<file path="src/rtl/neuron_seq_ctrl_if.sv">
// Handshake and ROM bus bundle for the time-multiplexed neuron layer.
// master = layer engine side, slave = surrounding environment.
interface neuron_seq_ctrl_if #(
  parameter int NUM_IN  = 10,
  parameter int NUM_OUT = 10,
  parameter int AW      = 7,
  parameter int OW      = 4
);
  logic                   in_valid;
  logic                   in_ready;
  logic [8*NUM_IN-1:0]    in_vec;
  logic                   w_rd;
  logic [AW-1:0]          w_addr;
  logic [OW-1:0]          b_addr;
  logic [7:0]             w_data;
  logic [15:0]            b_data;
  logic                   out_valid;
  logic                   out_ready;
  logic [8*NUM_OUT-1:0]   out_vec;
  logic                   busy;

  modport master (
    input  in_valid, in_vec, w_data, b_data, out_ready,
    output in_ready, w_rd, w_addr, b_addr, out_valid,
    output out_vec, busy
  );

  modport slave (
    output in_valid, in_vec, w_data, b_data, out_ready,
    input  in_ready, w_rd, w_addr, b_addr, out_valid,
    input  out_vec, busy
  );
endinterface

</file>
<file path="src/rtl/neuron_seq_ctrl.sv">
// Time-multiplexed fully-connected layer: one signed 8x8 MAC walks
// every (output, input) pair, then bias/ReLU/saturate/round per neuron.
module neuron_seq_ctrl #(
  parameter int NUM_IN  = 10,
  parameter int NUM_OUT = 10,
  parameter int AW      = 7,
  parameter int OW      = 4
) (
  input  logic clk,
  input  logic reset,
  neuron_seq_ctrl_if.master bus
);

  localparam int IW  = $clog2(NUM_IN);
  localparam int OIW = (NUM_OUT > 1) ? $clog2(NUM_OUT) : 1;

  typedef enum logic [2:0] {
    S_IDLE, S_MAC, S_TAIL, S_ACT, S_OUT
  } state_t;

  state_t state, state_n;

  logic [IW-1:0]      i_q;
  logic [OW-1:0]      o_q;
  logic [AW-1:0]      addr_q;
  logic               pend_q;
  logic [IW-1:0]      pidx_q;
  logic signed [22:0] acc_q;
  logic signed [7:0]  a_q [NUM_IN];
  logic [7:0]         n_q [NUM_OUT];

  logic               accept;
  logic               issue;
  logic               act;
  logic               last_i;
  logic               last_o;
  logic signed [7:0]  a_sel;
  logic signed [15:0] a16;
  logic signed [15:0] w16;
  logic signed [15:0] prod;
  logic signed [22:0] prod_ext;
  logic signed [22:0] bias_ext;
  logic [8:0]         q9;
  logic [7:0]         quant;

  assign accept = (state == S_IDLE) && bus.in_valid;
  assign issue  = (state == S_MAC);
  assign act    = (state == S_ACT);
  assign last_i = (i_q == IW'(NUM_IN - 1));
  assign last_o = (o_q == OW'(NUM_OUT - 1));

  assign bus.w_addr = addr_q;
  assign bus.b_addr = o_q;

  // Product of the returning weight with its activation, plus bias.
  always_comb begin
    a_sel    = a_q[pidx_q];
    a16      = {{8{a_sel[7]}}, a_sel};
    w16      = {{8{bus.w_data[7]}}, bus.w_data};
    prod     = a16 * w16;
    prod_ext = {{7{prod[15]}}, prod};
    bias_ext = {{7{bus.b_data[15]}}, bus.b_data};
  end

  // ReLU, saturate and round-half-up of the finished accumulator.
  always_comb begin
    q9 = {1'b0, acc_q[13:6]} + {8'b0, acc_q[5]};
    quant = q9[7:0];
    if (acc_q[22])
      quant = 8'd0;
    else if (|acc_q[21:13])
      quant = 8'd127;
    else if (q9 == 9'd128)
      quant = 8'd127;
  end

  // State register.
  always_ff @(posedge clk or negedge reset) begin
    if (!reset)
      state <= S_IDLE;
    else
      state <= state_n;
  end

  // Next state and handshake/strobe outputs.
  always_comb begin
    state_n       = state;
    bus.in_ready  = 1'b0;
    bus.w_rd      = 1'b0;
    bus.out_valid = 1'b0;
    bus.busy      = 1'b1;
    unique case (state)
      S_IDLE: begin
        bus.in_ready = 1'b1;
        bus.busy     = 1'b0;
        if (bus.in_valid)
          state_n = S_MAC;
      end
      S_MAC: begin
        bus.w_rd = 1'b1;
        if (last_i)
          state_n = S_TAIL;
      end
      S_TAIL: state_n = S_ACT;
      S_ACT:  state_n = last_o ? S_OUT : S_MAC;
      S_OUT: begin
        bus.out_valid = 1'b1;
        if (bus.out_ready)
          state_n = S_IDLE;
      end
      default: state_n = S_IDLE;
    endcase
  end

  // Counters, activation copy, accumulator and result slots.
  always_ff @(posedge clk or negedge reset) begin
    if (!reset) begin
      i_q    <= '0;
      o_q    <= '0;
      addr_q <= '0;
      pend_q <= 1'b0;
      pidx_q <= '0;
      acc_q  <= '0;
      for (int k = 0; k < NUM_IN; k++)
        a_q[k] <= '0;
      for (int k = 0; k < NUM_OUT; k++)
        n_q[k] <= '0;
    end else begin
      pend_q <= issue;
      pidx_q <= i_q;
      if (accept) begin
        for (int k = 0; k < NUM_IN; k++)
          a_q[k] <= bus.in_vec[8*k +: 8];
        i_q    <= '0;
        o_q    <= '0;
        addr_q <= '0;
      end
      if (issue) begin
        i_q    <= i_q + IW'(1);
        addr_q <= addr_q + AW'(1);
      end
      if (pend_q)
        acc_q <= ((pidx_q == '0) ? bias_ext : acc_q) + prod_ext;
      if (act) begin
        n_q[o_q[OIW-1:0]] <= quant;
        i_q <= '0;
        if (!last_o)
          o_q <= o_q + OW'(1);
      end
    end
  end

  for (genvar g = 0; g < NUM_OUT; g++) begin : g_out
    assign bus.out_vec[8*g +: 8] = n_q[g];
  end

endmodule
</file>
<file path="src/flat_wrapper.sv">
// flat-port wrapper written by rule: the top's interface ports become plain ports
module neuron_seq_ctrl_flat 
#(
  parameter int NUM_IN  = 10,
  parameter int NUM_OUT = 10,
  parameter int AW      = 7,
  parameter int OW      = 4
)
  (clk, reset, bus_in_valid, bus_in_vec, bus_w_data, bus_b_data, bus_out_ready, bus_in_ready, bus_w_rd, bus_w_addr, bus_b_addr, bus_out_valid, bus_out_vec, bus_busy);
  neuron_seq_ctrl_if #(.NUM_IN(NUM_IN), .NUM_OUT(NUM_OUT), .AW(AW), .OW(OW)) bus_i ();
  input  logic clk;
  input  logic reset;
  input wire logic [$bits(bus_i.in_valid)-1:0] bus_in_valid;
  input wire logic [$bits(bus_i.in_vec)-1:0] bus_in_vec;
  input wire logic [$bits(bus_i.w_data)-1:0] bus_w_data;
  input wire logic [$bits(bus_i.b_data)-1:0] bus_b_data;
  input wire logic [$bits(bus_i.out_ready)-1:0] bus_out_ready;
  output wire logic [$bits(bus_i.in_ready)-1:0] bus_in_ready;
  output wire logic [$bits(bus_i.w_rd)-1:0] bus_w_rd;
  output wire logic [$bits(bus_i.w_addr)-1:0] bus_w_addr;
  output wire logic [$bits(bus_i.b_addr)-1:0] bus_b_addr;
  output wire logic [$bits(bus_i.out_valid)-1:0] bus_out_valid;
  output wire logic [$bits(bus_i.out_vec)-1:0] bus_out_vec;
  output wire logic [$bits(bus_i.busy)-1:0] bus_busy;
  assign bus_i.in_valid = bus_in_valid;
  assign bus_i.in_vec = bus_in_vec;
  assign bus_i.w_data = bus_w_data;
  assign bus_i.b_data = bus_b_data;
  assign bus_i.out_ready = bus_out_ready;
  assign bus_in_ready = bus_i.in_ready;
  assign bus_w_rd = bus_i.w_rd;
  assign bus_w_addr = bus_i.w_addr;
  assign bus_b_addr = bus_i.b_addr;
  assign bus_out_valid = bus_i.out_valid;
  assign bus_out_vec = bus_i.out_vec;
  assign bus_busy = bus_i.busy;
  neuron_seq_ctrl #(.NUM_IN(NUM_IN), .NUM_OUT(NUM_OUT), .AW(AW), .OW(OW)) u_core (.clk(clk), .reset(reset), .bus(bus_i));
endmodule
</file>
<file path="config.mk">
export PLATFORM = sky130hd
export DESIGN_NAME = neuron_seq_ctrl_flat
export DESIGN_NICKNAME = d
export VERILOG_FILES = /design/src/rtl/neuron_seq_ctrl_if.sv /design/src/rtl/neuron_seq_ctrl.sv /design/src/flat_wrapper.sv
export SDC_FILE = /design/constraint.sdc
export NUM_CORES = 1
export LEC_CHECK = 0
export CAP_MARGIN = 10
export CORE_MARGIN = 5
export CORE_UTILIZATION = 50
export DETAILED_ROUTE_END_ITERATION = 12
export DONT_BUFFER_PORTS = 1
export GPL_TIMING_DRIVEN = 0
export PLACE_DENSITY = 0.7
export REMOVE_ABC_BUFFERS = 1
export SYNTH_ARGS = -nofsm -noshare
export SYNTH_HDL_FRONTEND = slang
export SYNTH_SLANG_ARGS = --single-unit
</file>
<file path="constraint.sdc">
create_clock -name clk -period 9.1 [get_ports clk]
set_clock_uncertainty 0.2 [all_clocks]
set_input_delay 2.73 -clock clk [delete_from_list [all_inputs] [get_ports clk]]
set_output_delay 2.73 -clock clk [all_outputs]
set_load 0.05 [all_outputs]
</file>
# == After elaboration in Yosys (flattened, before gate mapping) ==
# Cells that the tools add are included.
# totals
ff_bits,206
latch_bits,0
mem_bits_rw,0
rom_bits,0
input_bits,108
output_inout_bits,95
elab_cells,83
n_memories,0
# op_classes
add_sub_neg,5
n_mul,1
div,0
magnitude_cmp,3
eq_ne,10
n_shift,0
n_mux,27
n_bitwise,2
reduce_logical,8
# ops
operator,count
$bwmux 80,1
$mux 8,6
$bmux 8 s4,1
$demux 8 s4,1
$mux 4,6
$add 23x16->23,1
$mux 23,1
$mul 8x8->16,1
$pmux 3 s5,1
$mux 7,2
$mux 3,4
$ge 5x5->1 const B,2
$not 4->5,2
$add 8x1->9,1
$eq 9x8->1 const B,1
$reduce_or 9->1,1
$add 4x1->4 const B,2
$eq 4x4->1 const B,2
$add 7x1->7 const B,1
$eq 3x2->1 const B,2
$ne 2x2->1 const B,3
$lt 5x1->1 const B,1
$logic_not 4->1,1
$mux 1,4
other kinds (7),8

# == Longest topological paths before layout ==
# Gate-level depths: netlist (run 1).
# logic_depth
ltp_word,6
depth_mapped,24
ltp_nobuf,23

# == Worst setup path after synthesis (run 1) ==
# Ideal clock, no wire load.
# synth_timing
kind,input -> register
start,input port bus_w_data[1]
end,register u_core.acc_q[22]
arrival_ns,7.940
path_slack_ns,0.836
stages,18
n_path_buf,1
cell_sequence,buf_1 -> and2_1 -> inv_1 -> fa_1 -> fa_1 -> inv_1 -> fa_1 -> fa_1 -> ha_1 -> ha_1 -> nand2_1 -> nor3_2 -> a2111oi_2 -> or3_4 -> a21oi_2 -> nand3b_4 -> mux2_4 -> a211o_1
# synth_via
elab_chain_len,2
# synth_rtl
item,line,source
"start, declared",flat_wrapper.sv:15,input wire logic [$bits(bus_i.w_data)-1:0] bus_w_data;
$mul 8x8->16,neuron_seq_ctrl.sv:60,prod = a16 * w16;
$add 23x16->23,neuron_seq_ctrl.sv:143,acc_q <= ((pidx_q == '0) ? bias_ext : acc_q) + prod_ext;
"end signal, assigned",neuron_seq_ctrl.sv:143,
"end, declared",neuron_seq_ctrl.sv:28,logic signed [22:0] acc_q;
# No other way between the ends.
# A chain may end at the register's enable or synchronous reset.

# == Worst setup path after layout (run 1) ==
# layout_timing
start,register u_core.pidx_q[3]
end,register u_core.acc_q[22]
# layout_via
elab_chain_len,6
# layout_rtl
item,line,source
"start, declared",neuron_seq_ctrl.sv:27,logic [IW-1:0] pidx_q;
"start signal, assigned",neuron_seq_ctrl.sv:130,pidx_q <= i_q;
$not 4->5 (implied by the code),neuron_seq_ctrl.sv:57,a_sel = a_q[pidx_q];
$bmux 8 s4,neuron_seq_ctrl.sv:57,
$mux 8 (implied by the code) (2 in a row),neuron_seq_ctrl.sv:57,
$mul 8x8->16,neuron_seq_ctrl.sv:60,
$add 23x16->23 (*),neuron_seq_ctrl.sv:143,
# Every way passes the cells marked *; elsewhere a longest branch is shown, timed or not. The select of a mux whose other input is x is not followed.

==> results of run 1 <==
-- final timing paths --
kind                                            start                           end  slack, ps  cells past startpoint
max in group asynchronous                       reset     u_core.i_q[2]$_DFFE_PN0P_       6630                      0
setup / recovery           u_core.pidx_q[3]$_DFF_PN0_  u_core.acc_q[22]$_DFFE_PN0P_        800                     21
hold reg to reg             u_core.i_q[3]$_DFFE_PN0P_    u_core.pidx_q[3]$_DFF_PN0_        240                      0
hold / removal              u_core.i_q[3]$_DFFE_PN0P_    u_core.pidx_q[3]$_DFF_PN0_        240                      0
min in group asynchronous                       reset    u_core.a_q[25]$_DFFE_PN0P_       1750                      0
setup reg to reg           u_core.pidx_q[3]$_DFF_PN0_  u_core.acc_q[22]$_DFFE_PN0P_        800                     21
-- per-layer routing --
metal / routed length, um / up-vias
met4: 690 / 2
met2: 14300 / 197
met5: 7 / -
met3: 1660 / 42
li1: - / 4086
met1: 12800 / 4325
-- logic make-up after synthesis --
group                    count (synthesis)
multiplexers                           110
XOR/XNOR                                25
buffers and inverters                  160
AO/OA/AOI/OAI                          140
flip-flops                             206
AND/OR/NAND/NOR                        464
adder cells (fa/ha/maj)                161
-- cells in the mapped netlist, drive strengths merged, types with 6 or more instances --
library cell / instances / area share [%]
nand2: 328 / 9.4
dfrtp: 206 / 39
inv: 110 / 3.2
fa: 100 / 15
mux2: 78 / 6.8
ha: 61 / 5.8
o21ai: 49 / 1.9
a21oi: 42 / 1.8
and2: 42 / 2.0
clkbuf: 39 / 1.1
nor2: 38 / 1.1
xnor2: 19 / 1.3
mux2i: 16 / 1.2
mux4: 16 / 2.8
nand3: 15 / 0.58
a21o: 12 / 0.70
a221oi: 8 / 0.54
buf: 8 / 0.29
nand3b: 7 / 0.50
nor3: 7 / 0.35
xor2: 6 / 0.40
-- worst max-delay path: cells and delay by family (launching register included) --
family / cells / cell delay, ps
compound gates: 6 / 1860
fa+ha+maj: 6 / 3050
simple gates: 5 / 1450
flops: 1 / 420
buf+inv: 3 / 890
mux: 1 / 300
-- cell type report --
type / count / area, um2 / share of cell area, %
Antenna cell: 2 / 5.00 / 0.0356
Clock buffer: 30 / 619 / 4.40
Clock inverter: 6 / 86.3 / 0.614
Inverter: 113 / 424 / 3.02
Multi-Input combinational cell: 900 / 7310 / 52.0
Sequential cell: 206 / 5160 / 36.7
Tap cell: 335 / 419 / 2.98
Timing Repair Buffer: 3 / 42.5 / 0.303
-- stage by stage --
stage,hold WS [ps],instances
detailed placement,233,1557
CTS,252,1593
floorplan,189,1219
finish,244,1595
global placement,216,1554
global route,272,1594
-- state kept, by name (all words and copies together) (netlist names) --
register            flops
u_core.bus.b_addr       4
u_core.bus.out_vec     80
u_core.i_q              4
u_core.a_q             80
u_core.acc_q           23
u_core.bus.w_addr       7
u_core.state            3
u_core.pidx_q           4
u_core.pend_q           1
==> summary.txt, run 1 <==
Adder-Cell Fraction of Synth Area = 21.2%
Clk Latency, worst-skew pair = 480 ps
Final Cell Area = 14100 um2
Routed Antenna Nets = 0
Initial DRC Count = 481
Synthesis Warnings = 0
post-synthesis compound-gate area fraction = 6.70%
CP max-delay cell = nor2_1
final period utilization = 91.2%
Place WS = 332 ps
async set or reset register ratio after synthesis = 100%
Worst Path Required = 9260 ps
Min-Delay Path Class = flop to flop
number of flops mapped to enable cells by yosys = 0
Mean Syn Cell Area = 10.3 um2
commonest non-fill, non-tap cell in the layout = nand2_1
#FFs+latches synth = 206
unrepaired setup endpoints after global routing = false
Die ar. = 29400 um2
max cap viols = 0
post-layout util = 54.3%
Synth Area in Simple Gates = 15.5%
Layout area overhead = 7.73%
main flop type after synthesis = dfrtp_1
Port Buf Inserts = 0
most frequent cells in the layout = 327 x nand2_1, 205 x dfrtp_1, 110 x inv_1, 100 x fa_1, 77 x mux2_2
placement row count = 59
Die Height = 172 um
Core Box Area = 25900 um2
routed wire length = 29400 um
biggest cell delay along the critical path = 760 ps
Final Hold Viols = 0
number of setup buffers added after CTS = 0
largest net degree at the start of global routing = 207
crit path DAT = 8460 ps
Resized cells post-CTS = 0
Clk pin slew, worst setup/hold paths = 60 ps
total gr overflow = 0
Total Routing Usage GR = 20.4%
# IOs = 203
met2 Use GR = 33.0%
Initial Utilization = 50.4%
initial antenna violation count = 2
Crit Path Max Fanout = 17
actual slew at the worst max-slew pin = 1160 ps
sequential fraction of the synthesis area = 39.5%
Achievable Freq = 121 MHz
Final Wtd Congestion = 0.853
relative slew slack = 22.4%
Synth cell types = 61
Top cell by count, worst path = fa_1
Top Usage Layer GRT = met2
Final setup violation count = 0
root buffer cell = clkbuf_16
met1 Use GR = 28.7%
first-pass GRT wire length = 48300 um
Synth Cell Area = 13100 um2
Via Count = 8652
Layout fillers = 2251
CP Capture Type = flop
critical path class = flop to flop
XOR/XNOR share of the synthesized area = 1.68%
nets = 1513
layout cells sized above 1 = 12.2%
CTS tree = built
setup TNS = 0 ps
CTS HTree Levels = 1
post-synthesis mux area share = 10.7%
DR WL/cell = 18.4 um
Hold Buf Count CTS = 0
CTS sink cnt = 206
die width = 172 um
CP cell instances = clkinv_1 > nor2_1 > a221oi_1 > a21oi_1 > and2_1 > inv_1 > fa_1 > inv_1 > fa_1 > fa_1 > fa_1 > fa_1 > ha_1 > o21ai_0 > o21ai_1 > a2111oi_2 > or3_4 > nand3_1 > nand3b_4 > mux2_4 > a211o_1
Mapped Cells = 1266
Placed Area = 13400 um2
Final Slew Violations = 0
1st-pass router iterations = 5
dpl hpwl = 22000 um
outcome = finished clean
Via density = 5.42
startpoint types = flop
Post-route DRC = 0
maximum clock path buffer count = 3
vias in the first global route = 9092
largest family of logic cells by synthesized area = adder cells
GR Util met3 = 3.79%
minimum clock period = 8300 ps
post-route worst setup slack = 805 ps
CTS Buf Count = 20
Power of run 1 is left out: the tool's default activity adds up to more than one toggle a clock period on the data nets, which glitch-free logic cannot reach.
==> inputs of run 2 (changes only) <==
--- a/config.mk
+++ b/config.mk
@@ -11,7 +11,6 @@
 export DETAILED_ROUTE_END_ITERATION = 12
 export DONT_BUFFER_PORTS = 1
 export GPL_TIMING_DRIVEN = 0
-export PLACE_DENSITY = 0.7
 export REMOVE_ABC_BUFFERS = 1
 export SYNTH_ARGS = -nofsm -noshare
 export SYNTH_HDL_FRONTEND = slang
==> run 2 against run 1 <==
Effect of this change:
- global-route usage rose by 0.45 points
- worst setup slack got worse by 2.1 ps
- critical endpoint unchanged
- highest routed layer is now met4
- worst hold slack got worse by 0.74 ps
- non-clock buffer count rose by 1
- clock-buffer cell count rose by 1
==> summary.txt, run 2 (synthesized netlist as in run 1, its figures left out) <==
CTS tree = built
vias in the first global route = 9365
Hold Buf Count CTS = 0
unrepaired setup endpoints after global routing = false
Final Hold Viols = 0
CTS HTree Levels = 1
ANT cells = 0
Worst Path Required = 9270 ps
Core Box Area = 25900 um2
relative slew slack = 20.8%
DR WL/cell = 18.6 um
setup TNS = 0 ps
Port Buf Inserts = 0
total gr overflow = 0
Clk Latency, worst-skew pair = 500 ps
commonest non-fill, non-tap cell in the layout = nand2_1
Achievable Freq = 121 MHz
startpoint types = flop
largest net degree at the start of global routing = 207
routed wire length = 29700 um
placement row count = 59
Layout fillers = 2341
Post-route DRC = 0
# IOs = 203
CP Capture Type = flop
crit path DAT = 8470 ps
initial antenna violation count = 0
Die Height = 172 um
Resized cells post-CTS = 0
Final Slew Violations = 0
minimum clock period = 8300 ps
Total Routing Usage GR = 20.9%
actual slew at the worst max-slew pin = 1190 ps
flop2flop setup slack = 800 ps
max cap viols = 0
Via density = 5.38
final period utilization = 91.2%
area taken by multi-input logic gates = 7310 um2
first-pass GRT wire length = 49500 um
maximum clock path buffer count = 3
number of setup buffers added after CTS = 0
outcome = finished clean
Initial DRC Count = 495
Clk pin slew, worst setup/hold paths = 60 ps
critical path class = flop to flop
Crit Path Max Fanout = 26
Final setup violation count = 0
Die ar. = 29400 um2
1st-pass router iterations = 4
nets = 1515
CTS Buf Count = 21
Via Count = 8588
CTS sink cnt = 206
Routed Antenna Nets = 0
most frequent cells in the layout = 327 x nand2_1, 205 x dfrtp_1, 110 x inv_1, 100 x fa_1, 77 x mux2_2
layout cells sized above 1 = 12.0%
Initial Utilization = 50.4%
Min-Delay Path Class = flop to flop
Register Area = 5160 um2
die width = 172 um
root buffer cell = clkbuf_16
Layout area overhead = 7.36%
dpl hpwl = 21800 um
Final Wtd Congestion = 0.795
[run 2: cell count changes in the layout (fill, tap and decap cells not counted), sizes merged]
cell and delta:
clkinvlp -1, diode -2, bufinv -1, clkbuf +1, inv +1, clkinv +1, buf +1
[run 2: final timing paths]
check                                           startpoint                            to  cells past startpoint
worst min register to register   u_core.i_q[3]$_DFFE_PN0P_    u_core.pidx_q[3]$_DFF_PN0_                      0
max in group asynchronous                            reset  u_core.acc_q[22]$_DFFE_PN0P_                      0
worst max register to register  u_core.pidx_q[0]$_DFF_PN0_  u_core.acc_q[22]$_DFFE_PN0P_                     20
min in group asynchronous                            reset    u_core.a_q[52]$_DFFE_PN0P_                      0
worst max-delay path            u_core.pidx_q[0]$_DFF_PN0_  u_core.acc_q[22]$_DFFE_PN0P_                     20
worst min-delay path             u_core.i_q[3]$_DFFE_PN0P_    u_core.pidx_q[3]$_DFF_PN0_                      0
[run 2: metrics by stage]
step	cells	util (%)	hold WS, ps	area [um2]	setup WS [ps]
6_report	1595	54.1	244	14000	803
5_1_grt	1595	54.1	257	14000	221
4_1_cts	1594	54.0	241	14000	578
3_5_place_dp	1557	51.5	224	13400	284
3_3_place_gp	1554	51.3	217	13300	241
2_1_floorplan	1219	-	189	12900	848
[run 2: final cells by class]
cell class / instances / area share (%)
sequential: 206 / 36.8
clock buffer: 31 / 4.16
tap: 335 / 2.99
clock inverter: 6 / 0.420
multi-input combinational: 900 / 52.2
inverter: 113 / 3.03
timing repair buffer: 4 / 0.437
[run 2: worst max-delay path, cell delays in order, from the launching register on]
cell and delay, ps:
dfrtp_2 930, mux4_2 590, a221oi_1 360, a21oi_1 220, and2_1 290, inv_1 670
fa_1 560, inv_1 90, fa_1 430, fa_1 500, fa_1 540, fa_1 500
ha_1 360, o21ai_0 240, o21ai_1 140, a2111oi_2 500, or3_4 230, a21oi_2 50
nand3b_4 180, mux2_4 310, a211o_1 290
[run 2: layer usage]
metal	wire (um)	track usage [%]	vias up
met5	0	0	-
li1	-	-	4098
met2	14300	34.4	165
met4	381	3.82	0
met1	13100	28.8	4298
met3	1880	4.92	27
Power of run 2 is left out for the same reason.
==> inputs of run 3 (changes only) <==
--- a/config.mk
+++ b/config.mk
@@ -7,10 +7,11 @@
 export LEC_CHECK = 0
 export CAP_MARGIN = 10
 export CORE_MARGIN = 5
-export CORE_UTILIZATION = 50
+export CORE_UTILIZATION = 60
 export DETAILED_ROUTE_END_ITERATION = 12
 export DONT_BUFFER_PORTS = 1
 export GPL_TIMING_DRIVEN = 0
+export PLACE_DENSITY = 0.76
 export REMOVE_ABC_BUFFERS = 1
 export SYNTH_ARGS = -nofsm -noshare
 export SYNTH_HDL_FRONTEND = slang
==> run 3 against run 2 <==
Effect of this change:
- non-clock buffer count shrank 1
- register-to-register slack gained 140 ps
- core utilization rose by 11 points
- fmax rose by 0.60%
- flip-flop and latch count stayed put
- first-iteration DRC count increased by 0.81%
- global-route usage is 3.6 points higher
- critical path type is now primary input to flop
- highest routed layer is now met5
==> summary.txt, run 3 (synthesized netlist as in run 1, its figures left out) <==
outcome = finished clean
routed wire length = 29300 um
dpl hpwl = 21800 um
unrepaired setup endpoints after global routing = false
Hold Buf Count CTS = 0
Die ar. = 24800 um2
placed cells = 1502
CP max-delay cell = inv_1
Core Box Area = 21600 um2
placement row count = 54
Top delay family on crit path = adder cells
post-layout util = 64.6%
Clk pin slew, worst setup/hold paths = 60 ps
largest net degree at the start of global routing = 207
Final Hold Viols = 0
max cap viols = 0
Final setup violation count = 0
Worst Path Required = 9270 ps
Port Buf Inserts = 0
Via Count = 8782
# IOs = 203
Final Slew Violations = 0
nets = 1514
Via density = 5.71
most frequent cells in the layout = 327 x nand2_1, 205 x dfrtp_1, 110 x inv_1, 100 x fa_1, 77 x mux2_2
final std cells w/o fill = 1539
minimum clock period = 8250 ps
CTS Buf Count = 21
DR WL/cell = 19.0 um
1st-pass router iterations = 5
Final Wtd Congestion = 0.861
Initial DRC Count = 499
Resized cells post-CTS = 0
root buffer cell = clkbuf_16
commonest non-fill, non-tap cell in the layout = nand2_1
CP bufs+invs = 2
biggest cell delay along the critical path = 690 ps
Layout fillers = 1719
CP cell instances = and2_1 > inv_1 > fa_1 > inv_1 > fa_1 > fa_1 > fa_1 > fa_1 > ha_1 > o21ai_0 > o21ai_1 > a2111oi_2 > or3_4 > nand3_1 > nand3b_4 > mux2_4 > a211o_1
actual slew at the worst max-slew pin = 1190 ps
CP Capture Type = flop
Die Height = 158 um
final period utilization = 90.6%
critical path class = primary input to flop
maximum clock path buffer count = 3
CTS sink cnt = 206
die width = 158 um
Crit Path Max Fanout = 15
total gr overflow = 0
Layout area overhead = 7.01%
initial antenna violation count = 2
startpoint types = primary input
number of setup buffers added after CTS = 0
first-pass GRT wire length = 48600 um
CTS tree = built
Top cell by count, worst path = fa_1
Routed Antenna Nets = 0
crit path DAT = 8420 ps
Total Routing Usage GR = 24.4%
post-route worst setup slack = 853 ps
vias in the first global route = 9346
Achievable Freq = 121 MHz
Clk Latency, worst-skew pair = 490 ps
Post-route DRC = 0
CTS HTree Levels = 1
relative slew slack = 20.8%
Initial Utilization = 60.4%
Min-Delay Path Class = flop to flop
setup TNS = 0 ps
layout cells sized above 1 = 12.1%
Place WS = 304 ps
-- run 3: worst reg2reg max path: stages (launching register included) --
cell       delay (ps)
dfrtp_1           410
clkinv_1          430
nor2_1            670
a221oi_1          160
a21oi_1           520
and2_1            240
inv_1             410
fa_1              700
inv_1              60
fa_1              510
fa_1              460
fa_1              540
fa_1              490
ha_1              360
o21ai_0           230
o21ai_1           140
a2111oi_2         480
or3_4             220
nand3_1           100
nand3b_4          130
mux2_4            300
a211o_1           280
-- run 3: layout make-up --
type                            instances  area, um2  area share, %
Timing Repair Buffer                    3       42.5          0.305
Clock inverter                          7       87.6          0.627
Inverter                              113        424           3.04
Antenna cell                            1       2.50         0.0179
Tap cell                              280        350           2.51
Clock buffer                           29        596           4.26
Multi-Input combinational cell        900       7310           52.3
Sequential cell                       206       5160           36.9
-- run 3: worst paths after layout --
kind,slack [ps],startpoint,to,cells after the start
max in group asynchronous,6620,reset,u_core.acc_q[21]$_DFFE_PN0P_,0
hold reg to reg,240,u_core.i_q[3]$_DFFE_PN0P_,u_core.pidx_q[3]$_DFF_PN0_,0
hold / removal,240,u_core.i_q[3]$_DFFE_PN0P_,u_core.pidx_q[3]$_DFF_PN0_,0
min in group asynchronous,1740,reset,u_core.a_q[64]$_DFFE_PN0P_,0
setup reg to reg,940,u_core.pidx_q[3]$_DFF_PN0_,u_core.acc_q[22]$_DFFE_PN0P_,21
setup / recovery,850,bus_w_data[0],u_core.acc_q[22]$_DFFE_PN0P_,17
-- run 3: metal layers --
| metal | GRT usage (%) | up-vias | wire, um |
|---|---|---|---|
| li1 | - | 4091 | - |
| met2 | 39.7 | 227 | 14300 |
| met1 | 33.2 | 4411 | 12300 |
| met5 | 0 | - | 10 |
| met4 | 7.41 | 2 | 817 |
| met3 | 5.58 | 51 | 1860 |
-- run 3: per-stage QoR --
stage | hold slack (ps) | area [um2]
floorplan | 189 | 12900
global placement | 222 | 13200
detailed placement | 221 | 13300
CTS | 238 | 14000
global route | 260 | 14000
finish | 238 | 14000
Power of run 3 is left out for the same reason.
